===== src/rtl/eth_frame_loop_writer_pkg.sv =====
// Shared types and beat layout for the loop-FIFO writer.
// Beat bit 8 is the bad-frame flag and only carries meaning on tlast beats.
package eth_frame_loop_pkg;

  typedef enum logic [1:0] {
    SYNC,
    IDLE,
    PASS,
    DROP
  } state_t;

  localparam int LOOP_BEAT_W  = 9;
  localparam int LOOP_BAD_BIT = 8;

  function automatic logic [LOOP_BEAT_W-1:0] pack_beat(input logic [7:0] data,
                                                       input logic       user,
                                                       input logic       last);
    pack_beat = {last & user, data};
  endfunction

endpackage


===== src/rtl/eth_frame_loop_writer_if.sv =====
// Stream boundary of the loop writer: RX MAC byte stream in, loop FIFO beats out.
// The writer connects through the slave modport; its environment uses master.
interface eth_frame_loop_writer_if;
  import eth_frame_loop_pkg::*;

  logic [7:0]             s_axis_tdata;
  logic                   s_axis_tuser;
  logic                   s_axis_tlast;
  logic                   s_axis_tvalid;
  logic                   fifo_prog_full;
  logic [LOOP_BEAT_W-1:0] m_axis_tdata;
  logic                   m_axis_tlast;
  logic                   m_axis_tvalid;
  logic                   m_axis_tready;

  modport master (
    output s_axis_tdata, s_axis_tuser, s_axis_tlast, s_axis_tvalid,
    output fifo_prog_full, m_axis_tready,
    input  m_axis_tdata, m_axis_tlast, m_axis_tvalid
  );

  modport slave (
    input  s_axis_tdata, s_axis_tuser, s_axis_tlast, s_axis_tvalid,
    input  fifo_prog_full, m_axis_tready,
    output m_axis_tdata, m_axis_tlast, m_axis_tvalid
  );

endinterface


===== src/rtl/eth_frame_loop_writer.sv =====
// Packs the non-stallable RX byte stream into loop FIFO beats, dropping or
// cutting frames cleanly under backpressure and counting each outcome.
//
// state | meaning
// SYNC  | after reset; discard until a tlast beat so no fragment is emitted
// IDLE  | between frames; next valid beat is a first byte
// PASS  | mid-frame, beats are being written
// DROP  | discarding the rest of a dropped or cut frame
module eth_frame_loop_writer
  import eth_frame_loop_pkg::*;
#(
  parameter int CNT_WIDTH = 32
) (
  input  logic                 clk,
  input  logic                 rst_n,
  eth_frame_loop_writer_if.slave bus,
  output logic [CNT_WIDTH-1:0] cnt_written,
  output logic [CNT_WIDTH-1:0] cnt_dropped,
  output logic [CNT_WIDTH-1:0] cnt_truncated
);

  state_t                 state_q, state_d;
  logic                   tvalid_q, tvalid_d;
  logic [LOOP_BEAT_W-1:0] tdata_q, tdata_d;
  logic                   tlast_q, tlast_d;
  logic [CNT_WIDTH-1:0]   written_q, written_d;
  logic [CNT_WIDTH-1:0]   dropped_q, dropped_d;
  logic [CNT_WIDTH-1:0]   truncated_q, truncated_d;

  logic free;
  logic in_beat;
  logic in_last;
  logic inc_written, inc_dropped, inc_truncated;

  assign free    = !tvalid_q || bus.m_axis_tready;
  assign in_beat = bus.s_axis_tvalid;
  assign in_last = bus.s_axis_tvalid && bus.s_axis_tlast;

  always_comb begin
    state_d       = state_q;
    tvalid_d      = tvalid_q && !bus.m_axis_tready;
    tdata_d       = tdata_q;
    tlast_d       = tlast_q;
    inc_written   = 1'b0;
    inc_dropped   = 1'b0;
    inc_truncated = 1'b0;

    case (state_q)
      SYNC: begin
        if (in_last) state_d = IDLE;
      end

      IDLE: begin
        if (in_beat) begin
          if (bus.fifo_prog_full || !free) begin
            inc_dropped = 1'b1;
            state_d     = bus.s_axis_tlast ? IDLE : DROP;
          end else begin
            tvalid_d = 1'b1;
            tdata_d  = pack_beat(bus.s_axis_tdata, bus.s_axis_tuser, bus.s_axis_tlast);
            tlast_d  = bus.s_axis_tlast;
            if (bus.s_axis_tlast) begin
              inc_written   = !bus.s_axis_tuser;
              inc_truncated = bus.s_axis_tuser;
            end else begin
              state_d = PASS;
            end
          end
        end
      end

      PASS: begin
        if (in_beat) begin
          if (free) begin
            tvalid_d = 1'b1;
            tdata_d  = pack_beat(bus.s_axis_tdata, bus.s_axis_tuser, bus.s_axis_tlast);
            tlast_d  = bus.s_axis_tlast;
            if (bus.s_axis_tlast) begin
              inc_written   = !bus.s_axis_tuser;
              inc_truncated = bus.s_axis_tuser;
              state_d       = IDLE;
            end
          end else begin
            // Held beat is never tlast here, so closing it in place is safe.
            tlast_d                = 1'b1;
            tdata_d[LOOP_BAD_BIT]  = 1'b1;
            inc_truncated          = 1'b1;
            state_d                = bus.s_axis_tlast ? IDLE : DROP;
          end
        end
      end

      DROP: begin
        if (in_last) state_d = IDLE;
      end

      default: state_d = SYNC;
    endcase

    written_d   = written_q   + CNT_WIDTH'(inc_written);
    dropped_d   = dropped_q   + CNT_WIDTH'(inc_dropped);
    truncated_d = truncated_q + CNT_WIDTH'(inc_truncated);
  end

  always_ff @(posedge clk or negedge rst_n) begin
    if (!rst_n) begin
      state_q     <= SYNC;
      tvalid_q    <= 1'b0;
      tdata_q     <= '0;
      tlast_q     <= 1'b0;
      written_q   <= '0;
      dropped_q   <= '0;
      truncated_q <= '0;
    end else begin
      state_q     <= state_d;
      tvalid_q    <= tvalid_d;
      tdata_q     <= tdata_d;
      tlast_q     <= tlast_d;
      written_q   <= written_d;
      dropped_q   <= dropped_d;
      truncated_q <= truncated_d;
    end
  end

  assign bus.m_axis_tvalid = tvalid_q;
  assign bus.m_axis_tdata  = tdata_q;
  assign bus.m_axis_tlast  = tlast_q;
  assign cnt_written       = written_q;
  assign cnt_dropped       = dropped_q;
  assign cnt_truncated     = truncated_q;

endmodule


===== src/flat_wrapper.sv =====
// flat-port wrapper written by rule: the top's interface ports become plain ports
module eth_frame_loop_writer_flat import eth_frame_loop_pkg::*;
#(
  parameter int CNT_WIDTH = 32
)
  (clk, rst_n, cnt_written, cnt_dropped, cnt_truncated, bus_s_axis_tdata, bus_s_axis_tuser, bus_s_axis_tlast, bus_s_axis_tvalid, bus_fifo_prog_full, bus_m_axis_tready, bus_m_axis_tdata, bus_m_axis_tlast, bus_m_axis_tvalid);
  eth_frame_loop_writer_if bus_i ();
  input  logic clk;
  input  logic rst_n;
  output logic [CNT_WIDTH-1:0] cnt_written;
  output logic [CNT_WIDTH-1:0] cnt_dropped;
  output logic [CNT_WIDTH-1:0] cnt_truncated;
  input wire logic [$bits(bus_i.s_axis_tdata)-1:0] bus_s_axis_tdata;
  input wire logic [$bits(bus_i.s_axis_tuser)-1:0] bus_s_axis_tuser;
  input wire logic [$bits(bus_i.s_axis_tlast)-1:0] bus_s_axis_tlast;
  input wire logic [$bits(bus_i.s_axis_tvalid)-1:0] bus_s_axis_tvalid;
  input wire logic [$bits(bus_i.fifo_prog_full)-1:0] bus_fifo_prog_full;
  input wire logic [$bits(bus_i.m_axis_tready)-1:0] bus_m_axis_tready;
  output wire logic [$bits(bus_i.m_axis_tdata)-1:0] bus_m_axis_tdata;
  output wire logic [$bits(bus_i.m_axis_tlast)-1:0] bus_m_axis_tlast;
  output wire logic [$bits(bus_i.m_axis_tvalid)-1:0] bus_m_axis_tvalid;
  assign bus_i.s_axis_tdata = bus_s_axis_tdata;
  assign bus_i.s_axis_tuser = bus_s_axis_tuser;
  assign bus_i.s_axis_tlast = bus_s_axis_tlast;
  assign bus_i.s_axis_tvalid = bus_s_axis_tvalid;
  assign bus_i.fifo_prog_full = bus_fifo_prog_full;
  assign bus_i.m_axis_tready = bus_m_axis_tready;
  assign bus_m_axis_tdata = bus_i.m_axis_tdata;
  assign bus_m_axis_tlast = bus_i.m_axis_tlast;
  assign bus_m_axis_tvalid = bus_i.m_axis_tvalid;
  eth_frame_loop_writer #(.CNT_WIDTH(CNT_WIDTH)) u_core (.clk(clk), .rst_n(rst_n), .bus(bus_i), .cnt_written(cnt_written), .cnt_dropped(cnt_dropped), .cnt_truncated(cnt_truncated));
endmodule

===== config.mk =====
export PLATFORM = sky130hd
export DESIGN_NAME = eth_frame_loop_writer_flat
export DESIGN_NICKNAME = d
export VERILOG_FILES = /design/src/rtl/eth_frame_loop_writer_pkg.sv /design/src/rtl/eth_frame_loop_writer_if.sv /design/src/rtl/eth_frame_loop_writer.sv /design/src/flat_wrapper.sv
export SDC_FILE = /design/constraint.sdc
export NUM_CORES = 1
export LEC_CHECK = 0
export CAP_MARGIN = 40
export CORE_ASPECT_RATIO = 0.8
export CORE_MARGIN = 1
export CORE_UTILIZATION = 50
export CTS_BUF_LIST = sky130_fd_sc_hd__clkbuf_16
export DETAILED_ROUTE_END_ITERATION = 12
export GPL_TIMING_DRIVEN = 0
export PLACE_DENSITY_LB_ADDON = 0.2
export SYNTH_ARGS = -nofsm -noshare
export SYNTH_HDL_FRONTEND = slang
export SYNTH_SLANG_ARGS = --single-unit

===== constraint.sdc =====
create_clock -name clk -period 2.8 [get_ports clk]
set_input_delay 0.56 -clock clk [delete_from_list [all_inputs] [get_ports clk]]
set_output_delay 0.56 -clock clk [all_outputs]
set_load 0.01 [all_outputs]

==> flow_summary.ini <==
[run_status]
status = finished clean

[clock_network]
cts_resized = 0
numCtsBuffers = 9
post_cts.repair.setup_buffers = 0
cts-htree-levels = 3
cts-root-buf = clkbuf_16
clkSinkCount = 109
clk_pin_slew_ns = 0.06
clkLatencyLatePin_ns = 0.34
cts_tree = yes
clock_path_buffers = 2
ctsHoldBuffers = 0

[sta]
tightest_slew_ns = 0.6235
setup_slack_ns = 0.1418
fmax_mhz = 376.2
setup_viol = 0
hold_viol_final = 0
fin_crit_sh_pct = 94.93
worst_hold_slack_ns = 0.2399
slew_headroom_pct = 58.43
final_max_slew_viol_count = 0
finClkSkew_ns = 0.005389
finalCriticalPeriod_ns = 2.658
rsz0062_at_grt = yes

[worst_setup_path]
crit_type = in2reg
start_kind = input port
r2r_cells = 11
cp.arrival_ns = 2.87
cp_max_fo = 10
crit_start = bus_fifo_prog_full
rr_startpoint = u_core.state_q[0]
worst_ep_required_time_ns = 3.02
crit_path_end_kind = register

[logic_synthesis]
synth_top_family_by_area = simple AND/OR/NAND/NOR gates
synth_area_leader_cell = dfrtp_1
synth-compound-area-share_pct = 1.662
ys_seq_area_share_pct = 54.90
synthTopCellsByArea = dfrtp_1 (55%), xnor2_1 (13%), nand4_1 (4.2%), nand3_1 (3.8%), xor2_1 (3.3%)
avgSynthCellArea_sq_um = 11.64
postSynthNetCount = 450
muxShareOfSynthArea_pct = 2.695
synth_simple_gate_area_share_pct = 21.66
post-synth-top-area-fraction_pct = 54.90
synthXorXnorAreaFrac_pct = 15.87
synth_adder_area_share_pct = 2.015
netlist_area_sq_mm = 0.004969
netlist_instances = 427
yosysWarningCount = 0
ys_ff_latch = 109
synth_cell_types = 39

[placed_design]
gp_congestion = 0.8263
place_area_sq_mm = 0.006375
numPortBuffers = 121
dp_hpwl_um = 7236
pre_cts_ws_ns = -0.3349

[cells_and_area]
utilization_pct = 69.41
multi_input_area_sq_mm = 0.002233
num-nets-final = 583
syn_to_final_growth_pct = 34.80
regArea_sq_mm = 0.002728
drive_above_1_share_pct = 7.117
antennaDiodeCount = 0
fillers = 707
postLayoutCellArea_sq_mm = 0.006698

[routing]
wl_per_cell_um = 14.56
drt-total-wl_um = 10160
ant_nets = 0
via_per_inst = 5.268
drc = 0
firstDrtPassIters = 4
vias = 3677
drtIter0Drc = 140

[floorplanning]
start_util_pct = 51.49
num_rows = 32
io-pin-count = 122
design.core.area_sq_mm = 0.009649
die_h_um = 91.16
die_x_um = 113.5
dieArea_sq_mm = 0.01034

[hold_path]
hold_path_class = in2async

[global_route]
overflow = 0
grt_pass1_wl_um = 16860
grt_usage_pct = 20.79
grt_pass1_vias = 3480
antenna_found_initial = 0
grt_max_degree = 62

[flow_run]
maxCapViolations = 0

[power]
leakage_uw = 0.002928
p_per_area_mw_per_mm2 = 594.9
irDropWorstVdd_mv = 0.6193
## kinds of logic (layout without fill, tap and decap cells)
group | Yosys count | after routing
simple gates | 182 | 182
flops | 109 | 109
xor+xnor | 90 | 90
compound gates | 13 | 13
buf+inv | 13 | 148
mux | 12 | 12
fa+ha+maj | 8 | 8
## cells in the mapped netlist (all sizes together)
master	n
buf	4
nor3	10
nand3	38
nor4	6
a31oi	1
mux2i	1
nand4	37
and2	6
and4	10
a21bo	1
clkbuf	2
a22oi	2
nand2	30
o22ai	1
and3	17
nand3b	1
nor2	21
nand4b	1
and4b	1
xnor2	71
inv	7
o21bai	1
o21ai	3
nor2b	1
a211oi	1
a21oi	3
mux2	11
dfrtp	109
ha	8
nand2b	3
xor2	19
## worst max-delay path, stage by stage
cell	delay (ns)
clkdlybuf4s50_1	0.51
nor2_1	0.18
nor2_1	0.06
a211oi_2	0.24
ha_2	0.26
ha_2	0.23
and4_1	0.27
clkbuf_4	0.24
nand4_1	0.14
xnor2_1	0.17
## layout make-up
cell class                      instances  area share (%)
Sequential cell                       109           40.72
Multi-Input combinational cell        305           33.35
Timing Repair Buffer                  122           18.46
Clock buffer                            9           3.363
Tap cell                              136           2.541
Clock inverter                          4          0.6352
Buffer                                  6          0.5418
Inverter                                7          0.3923
## power breakdown
group / total, uW / leakage [uW] / internal (uW) / switching [uW]
logic: 892 / 0.00132 / 497 / 395
registers: 1910 / 0.00148 / 1750 / 154
clock network: 1190 / 0.000132 / 671 / 515
total: 3980 / 0.00293 / 2920 / 1060
## layer usage
metal  wire length, um  part of all wire (%)  track usage [%]  vias up
li1                  -                     -                -     1775
met2              4582                    45            32.06      119
met4                98                  0.96            5.373        0
met1              4888                    48            29.08     1774
met3               594                   5.8            5.674        9
met5                 0                     0                0        -
## state kept, by name, indices dropped and copies added (netlist names)
register	flops
u_core.cnt_truncated	32
u_core.bus.m_axis_tlast	1
u_core.cnt_written	32
u_core.bus.m_axis_tdata	9
u_core.cnt_dropped	32
u_core.bus.m_axis_tvalid	1
u_core.state_q	2
## cells in the final DEF, fill, tap and decap left out, types with 2 or more instances in the layout
| master | n |
|---|---|
| nor3_2 | 2 |
| buf_2 | 2 |
| clkinv_1 | 2 |
| clkdlybuf4s50_1 | 120 |
| a21oi_1 | 3 |
| and2_1 | 6 |
| nand2_1 | 30 |
| nand4_1 | 33 |
| nor2_2 | 2 |
| mux2_2 | 2 |
| nand3_1 | 37 |
| nand4_2 | 3 |
| nand2b_1 | 3 |
| mux2_1 | 9 |
| and3_2 | 2 |
| a22oi_1 | 2 |
| and3_1 | 15 |
| nor2_1 | 18 |
| ha_2 | 2 |
| xor2_1 | 19 |
| and4_1 | 10 |
| nor4_1 | 2 |
| clkbuf_1 | 2 |
| clkbuf_16 | 9 |
| o21ai_0 | 3 |
| ha_1 | 6 |
| dfrtp_1 | 109 |
| nor4_4 | 4 |
| inv_1 | 7 |
| nor3_1 | 7 |
| xnor2_1 | 71 |
## final timing paths
kind,endpoint,slack [ns]
min reg2reg,u_core.cnt_dropped[31],0.47
max,u_core.cnt_truncated[30],0.14
max in group asynchronous,u_core.cnt_dropped[17],1.85
min,u_core.cnt_written[21],0.24
min in group clk,u_core.cnt_dropped[31],0.47
max reg2reg,u_core.cnt_written[24],0.17
## stage by stage
| step | setup TNS (ns) | total power [uW] | std cells |
|---|---|---|---|
| after global placement | -324.62 | 2789 | 684 |
| final | 0 | 3984 | 698 |
| after global routing | -0.03738 | 4197 | 698 |
| after detailed placement | -8.440 | 2821 | 685 |
| after floorplan | 0 | 2341 | 427 |
| after CTS | 0 | 4022 | 698 |
(Power assumes the default switching activity.)
